<file path="src/rtl/debug_pkg.sv">
// Shared field layout, sizes and queue-entry type for the debug event stager.
// Bit positions refer to the 53-bit word handed to the ILA debug input.
package debug_pkg;
  localparam int NSRC       = 4;
  localparam int SRC_W      = 2;
  localparam int DATA_W     = 16;
  localparam int TS_W       = 32;
  localparam int DEBUG_W    = 53;

  localparam int VALID_BIT  = 52;
  localparam int LOST_BIT   = 51;
  localparam int SRC_LSB    = 49;
  localparam int DATA_LSB   = 33;
  localparam int TS_LSB     = 1;
  localparam int TOGGLE_BIT = 0;

  // Field order matches debug word bits [51:1], so an entry drops straight in.
  typedef struct packed {
    logic              lost;
    logic [SRC_W-1:0]  src;
    logic [DATA_W-1:0] data;
    logic [TS_W-1:0]   ts;
  } entry_t;

  localparam int ENTRY_W = $bits(entry_t);
endpackage

</file>
<file path="src/rtl/debug_event_stager_if.sv">
// Event-strobe inputs and staged debug word of the stager.
// master = event producer / debug consumer side, slave = the stager itself.
interface debug_event_stager_if;
  import debug_pkg::*;

  logic                     enable_i;
  logic [NSRC-1:0]          evt_i;
  logic [NSRC*DATA_W-1:0]   evt_data_i;
  logic [DEBUG_W-1:0]       debug_o;

  modport master (output enable_i, output evt_i, output evt_data_i, input debug_o);
  modport slave  (input enable_i, input evt_i, input evt_data_i, output debug_o);
endinterface

</file>
<file path="src/rtl/debug_sync_fifo.sv">
// Synchronous FIFO, first-word fall-through read, sync active-low reset.
// Push while full is accepted only when a pop happens on the same edge.
module debug_sync_fifo #(
  parameter int WIDTH  = 8,
  parameter int AWIDTH = 3
) (
  input  logic             clk_i,
  input  logic             rst_n_i,
  input  logic             push_i,
  input  logic [WIDTH-1:0] push_dat_i,
  input  logic             pop_i,
  output logic [WIDTH-1:0] pop_dat_o,
  output logic             full_o,
  output logic             empty_o
);
  localparam int DEPTH = 1 << AWIDTH;

  logic [WIDTH-1:0]  mem_q [DEPTH];
  logic [AWIDTH-1:0] wr_ptr_q, rd_ptr_q;
  logic [AWIDTH:0]   cnt_q;
  logic              do_push, do_pop;

  assign full_o    = (cnt_q == (AWIDTH+1)'(DEPTH));
  assign empty_o   = (cnt_q == '0);
  assign do_pop    = pop_i && !empty_o;
  assign do_push   = push_i && (!full_o || do_pop);
  assign pop_dat_o = mem_q[rd_ptr_q];

  always_ff @(posedge clk_i) begin
    if (!rst_n_i) begin
      wr_ptr_q <= '0;
      rd_ptr_q <= '0;
      cnt_q    <= '0;
    end else begin
      if (do_push) wr_ptr_q <= wr_ptr_q + 1'b1;
      if (do_pop)  rd_ptr_q <= rd_ptr_q + 1'b1;
      cnt_q <= cnt_q + {{AWIDTH{1'b0}}, do_push} - {{AWIDTH{1'b0}}, do_pop};
    end
  end

  always_ff @(posedge clk_i) begin
    if (do_push) mem_q[wr_ptr_q] <= push_dat_i;
  end
endmodule

</file>
<file path="src/rtl/debug_event_stager.sv">
// Timestamps single-cycle strobes from four sources and serialises them onto a
// 53-bit ILA debug word, one per cycle; drops on a busy source are flagged as lost.
module debug_event_stager
  import debug_pkg::*;
#(
  parameter int FIFO_AWIDTH = 3
) (
  input logic                 clk_i,
  input logic                 rst_n_i,
  debug_event_stager_if.slave bus
);
  logic [TS_W-1:0]    ts_q, ts_d;
  logic [NSRC-1:0]    busy_q, busy_d, lost_q, lost_d, pend_q, pend_d;
  logic [DATA_W-1:0]  data_q [NSRC];
  logic [DATA_W-1:0]  data_d [NSRC];
  logic [TS_W-1:0]    stamp_q [NSRC];
  logic [TS_W-1:0]    stamp_d [NSRC];
  logic [SRC_W-1:0]   ptr_q, ptr_d;
  logic [DEBUG_W-1:0] debug_q, debug_d;

  logic               gnt_vld, grant;
  logic [SRC_W-1:0]   gnt_idx, scan_idx;
  logic               fifo_full, fifo_empty, fifo_pop;
  entry_t             push_ent, pop_ent;

  // First busy holding register at or after the round-robin pointer.
  always_comb begin
    gnt_vld  = 1'b0;
    gnt_idx  = '0;
    scan_idx = '0;
    for (int i = 0; i < NSRC; i++) begin
      scan_idx = ptr_q + SRC_W'(i);
      if (!gnt_vld && busy_q[scan_idx]) begin
        gnt_vld = 1'b1;
        gnt_idx = scan_idx;
      end
    end
  end

  assign fifo_pop = !fifo_empty;
  assign grant    = gnt_vld && (!fifo_full || fifo_pop);
  assign push_ent = '{lost: lost_q[gnt_idx], src: gnt_idx,
                      data: data_q[gnt_idx], ts: stamp_q[gnt_idx]};

  debug_sync_fifo #(
    .WIDTH  (ENTRY_W),
    .AWIDTH (FIFO_AWIDTH)
  ) u_fifo (
    .clk_i      (clk_i),
    .rst_n_i    (rst_n_i),
    .push_i     (grant),
    .push_dat_i (push_ent),
    .pop_i      (fifo_pop),
    .pop_dat_o  (pop_ent),
    .full_o     (fifo_full),
    .empty_o    (fifo_empty)
  );

  always_comb begin
    ts_d    = ts_q + 1'b1;
    busy_d  = busy_q;
    lost_d  = lost_q;
    pend_d  = pend_q;
    data_d  = data_q;
    stamp_d = stamp_q;
    ptr_d   = grant ? gnt_idx + 1'b1 : ptr_q;
    for (int k = 0; k < NSRC; k++) begin
      if (grant && gnt_idx == SRC_W'(k)) busy_d[k] = 1'b0;
      // A register being drained this edge can take a new strobe at once.
      if (bus.enable_i && bus.evt_i[k]) begin
        if (!busy_d[k]) begin
          busy_d[k]  = 1'b1;
          lost_d[k]  = pend_q[k];
          pend_d[k]  = 1'b0;
          data_d[k]  = bus.evt_data_i[k*DATA_W +: DATA_W];
          stamp_d[k] = ts_q;
        end else begin
          pend_d[k]  = 1'b1;
        end
      end
    end
    if (fifo_pop) begin
      debug_d = {1'b1, pop_ent, ~debug_q[TOGGLE_BIT]};
    end else begin
      debug_d            = debug_q;
      debug_d[VALID_BIT] = 1'b0;
    end
  end

  always_ff @(posedge clk_i) begin
    if (!rst_n_i) begin
      ts_q    <= '0;
      busy_q  <= '0;
      lost_q  <= '0;
      pend_q  <= '0;
      data_q  <= '{default: '0};
      stamp_q <= '{default: '0};
      ptr_q   <= '0;
      debug_q <= '0;
    end else begin
      ts_q    <= ts_d;
      busy_q  <= busy_d;
      lost_q  <= lost_d;
      pend_q  <= pend_d;
      data_q  <= data_d;
      stamp_q <= stamp_d;
      ptr_q   <= ptr_d;
      debug_q <= debug_d;
    end
  end

  assign bus.debug_o = debug_q;
endmodule
</file>
<file path="src/flat_wrapper.sv">
// flat-port wrapper written by rule: the top's interface ports become plain ports
module debug_event_stager_flat import debug_pkg::*;
#(
  parameter int FIFO_AWIDTH = 3
)
  (clk_i, rst_n_i, bus_enable_i, bus_evt_i, bus_evt_data_i, bus_debug_o);
  debug_event_stager_if bus_i ();
  input logic clk_i;
  input logic rst_n_i;
  input wire logic [$bits(bus_i.enable_i)-1:0] bus_enable_i;
  input wire logic [$bits(bus_i.evt_i)-1:0] bus_evt_i;
  input wire logic [$bits(bus_i.evt_data_i)-1:0] bus_evt_data_i;
  output wire logic [$bits(bus_i.debug_o)-1:0] bus_debug_o;
  assign bus_i.enable_i = bus_enable_i;
  assign bus_i.evt_i = bus_evt_i;
  assign bus_i.evt_data_i = bus_evt_data_i;
  assign bus_debug_o = bus_i.debug_o;
  debug_event_stager #(.FIFO_AWIDTH(FIFO_AWIDTH)) u_core (.clk_i(clk_i), .rst_n_i(rst_n_i), .bus(bus_i));
endmodule
</file>
<file path="config.mk">
export PLATFORM = sky130hd
export DESIGN_NAME = debug_event_stager_flat
export DESIGN_NICKNAME = d
export VERILOG_FILES = /design/src/rtl/debug_pkg.sv /design/src/rtl/debug_event_stager_if.sv /design/src/rtl/debug_sync_fifo.sv /design/src/rtl/debug_event_stager.sv /design/src/flat_wrapper.sv
export SDC_FILE = /design/constraint.sdc
export NUM_CORES = 1
export LEC_CHECK = 0
export CAP_MARGIN = 20
export CORE_ASPECT_RATIO = 1.1
export CORE_MARGIN = 2
export CORE_UTILIZATION = 50
export DETAILED_ROUTE_END_ITERATION = 10
export PLACE_DENSITY = 0.68
export SYNTH_ARGS = -nofsm -noshare
export SYNTH_HDL_FRONTEND = slang
export SYNTH_SLANG_ARGS = --single-unit
</file>
<file path="constraint.sdc">
create_clock -name clk_i -period 7.1 [get_ports clk_i]
set_clock_uncertainty 0.15 [all_clocks]
set_input_delay 1.42 -clock clk_i [delete_from_list [all_inputs] [get_ports clk_i]]
set_output_delay 1.42 -clock clk_i [all_outputs]
set_load 0.05 [all_outputs]
</file>
* Yosys cells after proc, flatten, opt, wreduce, memory -nomap -nowiden
Memory sizes are Yosys's and may differ from the RTL's. A register that Yosys moved wholly into a read port is not among the register bits.
Index checks and enable logic that the tools add are counted.
** Cells by class
- Add/subtract/negate cells :: 9
- Order comparisons :: 6
- Equality and inequality tests :: 4
- Mux-type cells :: 41
- Bitwise operators :: 6
- Reduce and logical (&&, ||, !) cells :: 25
** Operator list (number)
- $bmux W32 S2 :: 1
- $mux W32 :: 2
- $mux W53 :: 1
- $add A32 B1 Y32 const B :: 1
- $bmux W16 S2 :: 1
- $mux W16 :: 2
- $mux W1 :: 23
- $lt A2 B3 Y1 const B :: 5
- $logic_and A1 B1 Y1 :: 13
- $bmux W1 S2 :: 5
- $mux W2 :: 4
- $reduce_and A2 Y1 :: 4
- $add A3 B1 Y3 const B :: 2
- $mux W3 :: 2
- $logic_not A1 Y1 :: 5
- $not A1 Y1 :: 5
- $add A2 B1 Y2 const B :: 2
- $add A2 B2 Y2 const B :: 2
- $add A4 B1 Y4 :: 1
- $eq A2 B2 Y1 const B :: 2
- $eq A4 B4 Y1 const B :: 1
- $logic_not A4 Y1 :: 1
- $sub A4 B1 Y4 :: 1
- $ge A3 B3 Y1 const B :: 1
- 4 further kinds :: 4
** Storage, ports and cells
- Register bits :: 301
- RAM bits :: 408
- Input bits :: 71
- Output and inout bits :: 53
- Logic and storage cells :: 116
- Memories :: 1
** Memories
- u_core.u_fifo.mem_q :: words 8, bits a word 51, read ports 1, clocked after memory_dff 1, wr ports 1, line debug_sync_fifo.sv:18 : logic [WIDTH-1:0] mem_q [DEPTH];

* Longest topological paths before layout
- Word-level depth :: 17
- Gate-level depth with buffers :: 13
- Mapped depth without buffers :: 10

* Hierarchy
From an unflattened synthesis, not the netlist that was laid out.
** Second synthesis, totals
- Cell total of the unflattened synthesis :: 1986
- Area, all modules :: 28733.8 um2
** By module, submodules not included
- debug_sync_fifo :: instances 1, cells an instance 682, area an instance 16076.7 um2, sequential area each 12512.0 um2
- debug_event_stager :: instances 1, cells an instance 1304, area an instance 12657.1 um2, sequential area each 5825.6 um2

* Worst setup path after synthesis
Ideal clock, no wire load.
- Path type :: reg2reg
- Start point :: register u_core.u_fifo.cnt_q[2]
- End point :: memory u_core.u_fifo.mem_q[0][0] in the netlist's numbering (enable)
- Library setup time :: 0.586 ns
- Arrival :: 5.723 ns
- Data required time :: 6.364 ns
- Path slack :: 0.641 ns
- Cell stages (with the launch flop) :: 6
- Path buffers :: 0
- Period minus slack after synthesis :: 6.459 ns
- Cells stage by stage :: dfxtp_1 > inv_1 > ha_1 > nand4bb_1 > nand2_1 > nor4_1
** Between the ends
- Cells in the longest elaborated chain, start to end :: 7
- Elaborated cells between the ends (all ways) :: 9
- Those cells by class :: 1 x eq/ne; 2 x mux; 6 x reduce/logical
** Ends and longest elaborated chain
- start: declaration :: line debug_sync_fifo.sv:20 : logic [AWIDTH:0] cnt_q;
- start signal: assignment :: line debug_sync_fifo.sv:37 : cnt_q <= cnt_q + {{AWIDTH{1'b0}}, do_push} - {{AWIDTH{1'b0}}, do_pop};
- $eq A4 B4 Y1 / $logic_not A4 Y1 (equally long branches) :: line debug_sync_fifo.sv:23, debug_sync_fifo.sv:24
- $logic_not A1 Y1 (on tied branches)
- $logic_or A1 B1 Y1 * :: line debug_event_stager.sv:41 : assign grant = gnt_vld && (!fifo_full || fifo_pop);
- $logic_and A1 B1 Y1 :: line debug_event_stager.sv:41
- $logic_and A1 B1 Y1 * :: line debug_sync_fifo.sv:26 : assign do_push = push_i && (!full_o || do_pop);
- $mux W1 * :: line debug_sync_fifo.sv:42 : if (do_push) mem_q[wr_ptr_q] <= push_dat_i;
- $mux W1 (implied by the code) * :: line debug_sync_fifo.sv:42
- end: declaration :: line debug_sync_fifo.sv:18
Every way passes the cells marked *; elsewhere a longest branch is shown, timed or not.

==> out/metrics.csv <==
metric;value;unit
CTS tree;done;
largest net degree at the start of global routing;185;
worst slack, placed;2958;ps
Layout area overhead;14.19;%
Synth Flop Type;edfxtp_1;
critical path peak fanout;57;
WHS Path Cells;2;
most frequent cells in the layout;edfxtp_1, dfxtp_1, o21ai_0;
maximum vdd ir drop;199.8;uV
post-synthesis simple-gate area fraction;0.09268;
# Post-CTS Setup Buffers;0;
sequential fraction of the synthesis area;0.6477;
Startpoint Class;flip-flop;
Slew Limit Headroom;0.2643;
Critical Path AT;4250;ps
Synth Area per Inst;13.34;um2
starting density of the core;0.5054;
asr flop ratio synth;0;
Post-synth EDFFs;408;
clock sinks;712;
synthesized flop and latch total;712;
Cells after Synth;2123;
placeable core area;56020;um2
placed instance area;29990;um2
total I/O pin count;124;
status;finished, final reports clean;
commonest non-fill, non-tap cell in the layout;edfxtp_1;
Ys Warns;0;
layout cells sized above 1;0.1184;
TritonCTS Buffers;71;
post-cts sizing count;0;
Max-cap violations;0;
vias in the first global route;16780;
vias;16760;
f_max;0.2403;GHz
TNS Setup;0;ps
RSZ-0062 raised after global routing;no;
complex-gate fraction of the synthesized area;0.06240;
Pleak;10.40;nW
Die Ht;253.6;um
# port buffers;123;
wire per inst;19.74;um
die area;58540;um2
Hold Path End;u_core.data_q[50];
period utilization;0.5861;
FILL cells;4485;
H-Tree Depth;3;
slowest cell on the critical path;mux2i_1;
initial antenna violation count;2;
slowest stage delay, CP;890;ps
first-pass GRT wire length;92810;um
clock latency on the worst-skew pair;610;ps
Hold Crit Start;u_core.data_q[50];
DRC;0;
Power Density;349.2;nW/um2
Hold Vio Cnt, Final;0;
FF-to-FF setup slack;2940;ps
total global-route track usage;0.2040;
Final GP Congestion;0.7424;
hold crit path type;reg2reg;
clock-pin slew on the worst setup and hold paths;60;ps
# hold bufs at CTS;0;
multiplexer share of the synthesized area;0.1533;
Area contributors post-synth;edfxtp_1, dfxtp_1, mux4_2;
kind of critical path;reg2reg;
adder-cell share of the synthesized area;0.006011;
minimum clock period;4162;ps
gr ovfl total;0;
final worst setup slack;2938;ps
worst path buffer plus inverter count;1;
first drt pass iteration count;5;
Slew @ Worst Pin;1073;ps
drt first-iter violations;1284;
fin area;32330;um2
worst r2r dst;u_core.u_fifo.mem_q[5][35];
critical-path cell list;a21o_1 > a21oi_1 > o22a_4 > buf_4 > mux2i_1 > mux2i_1;
worst r2r src;u_core.ptr_q[1];
post-synth cell types;54;
Yosys top cell by area;edfxtp_1;
clock root buffer;clkbuf_16;
max-slew violation count;0;
post-route ant nets;0;
top-area cell type share of the netlist area;0.4328;
Crit path required time;7190;ps
clk buf depth;3;
drt total wl;58740;um
R2R depth;6;
main combinational cell family by area after synthesis;multiplexers;
Worst Setup End Kind;flip-flop;
die width;230.9;um
Syn Std Cell Area;28310;um2
cell with the most instances on the worst path;mux2i_1;
Post-Synth XOR/XNOR Area;0.007115;
final setup vio count;0;
Vias/cell;5.634;
post-detail-place hpwl;33090;um
syn_nets;2207;
row cnt;91;
Total Nets Final;2254;
Top Family by Delay on Critical Path;compound AO/OA/AOI/OAI gates;
==> Yosys cell counts (all sizes together), types with 8 or more instances <==
cell    instances
edfxtp        408
dfxtp         304
o21ai         250
nand2         237
nand3         210
mux2i         204
mux4          102
clkbuf        101
buf            73
a21oi          65
and2           22
nor2           15
nand2b         14
xnor2          13
ha             12
nor2b          12
inv            11
xor2           10
nand4           8
nor3            8
==> layer usage <==
metal | vias to the layer above | share of wire | wire length (um) | GRT usage
met5 | - | 0 | 0 | 0
met4 | 0 | 0.015 | 874 | 0.06267
met3 | 60 | 0.049 | 2863 | 0.02962
met2 | 387 | 0.49 | 28940 | 0.3428
met1 | 8368 | 0.44 | 26070 | 0.2757
li1 | 7945 | - | - | -
==> worst max path at each step <==
stage	from	end	slack (ps)	depth (start not counted)
5_1_grt	u_core.ptr_q[1]	u_core.u_fifo.mem_q[5][35]	2760	6
6_report	u_core.ptr_q[1]	u_core.u_fifo.mem_q[5][35]	2940	6
3_3_place_gp	bus_enable_i	u_core.stamp_q[18]	2870	6
4_1_cts	u_core.ptr_q[1]	u_core.u_fifo.mem_q[5][35]	2920	6
2_1_floorplan	u_core.u_fifo.cnt_q[2]	u_core.u_fifo.mem_q[0][0]	640	5
3_5_place_dp	u_core.ptr_q[1]	u_core.u_fifo.mem_q[4][35]	2960	6
==> state kept, by name, summed over array words and instances (netlist names), named ones only <==
name	flops
u_core.busy_q	4
u_core.u_fifo.mem_q	408
u_core.stamp_q	128
u_core.u_fifo.rd_ptr_q	3
u_core.ts_q	32
u_core.u_fifo.cnt_q	4
u_core.bus.debug_o	53
u_core.lost_q	4
u_core.ptr_q	2
u_core.data_q	64
u_core.pend_q	4
u_core.u_fifo.wr_ptr_q	3
==> where the power goes <==
group	switching, W	total [W]	internal (W)
clock	0.00152	0.00366	0.00214
sequential	0.000210	0.00499	0.00478
combinational	0.00155	0.00264	0.00109
total	0.00328	0.0113	0.00800
==> logic make-up after synthesis <==
group	count (synthesis)
AO/OA/AOI/OAI	340
AND/OR/NAND/NOR	544
adder cells (fa/ha/maj)	13
multiplexers	306
XOR/XNOR	23
flip-flops	712
buffers and inverters	185
==> stage by stage <==
| stage | util | instances | total power [W] | hold WS (ps) |
|---|---|---|---|---|
| floorplan | - | 2123 | 0.006981 | 278.1 |
| global placement | 0.5349 | 2839 | 0.007690 | 290.7 |
| detailed placement | 0.5354 | 2840 | 0.007745 | 296.8 |
| CTS | 0.5765 | 2972 | 0.01140 | 305.0 |
| global route | 0.5771 | 2975 | 0.01178 | 319.6 |
| finish | 0.5771 | 2975 | 0.01129 | 303.1 |
==> worst register-to-register path, cell delays in order, from the launching register on <==
cell and delay [ps]:
dfxtp_1 380, a21o_1 190, a21oi_1 180, o22a_4 850, buf_4 880, mux2i_1 280
mux2i_1 890
==> layout make-up <==
cell class,count,area (um2),area share
Tap cell,744,930.9,0.02880
Sequential cell,712,18350,0.5675
Antenna cell,2,5.005,0.0001548
Clock inverter,28,200.2,0.006193
Clock buffer,104,2103,0.06506
Inverter,11,41.29,0.001277
Timing Repair Buffer,148,1501,0.04644
Multi-Input combinational cell,1226,9199,0.2846
(Power assumes the default switching activity.)
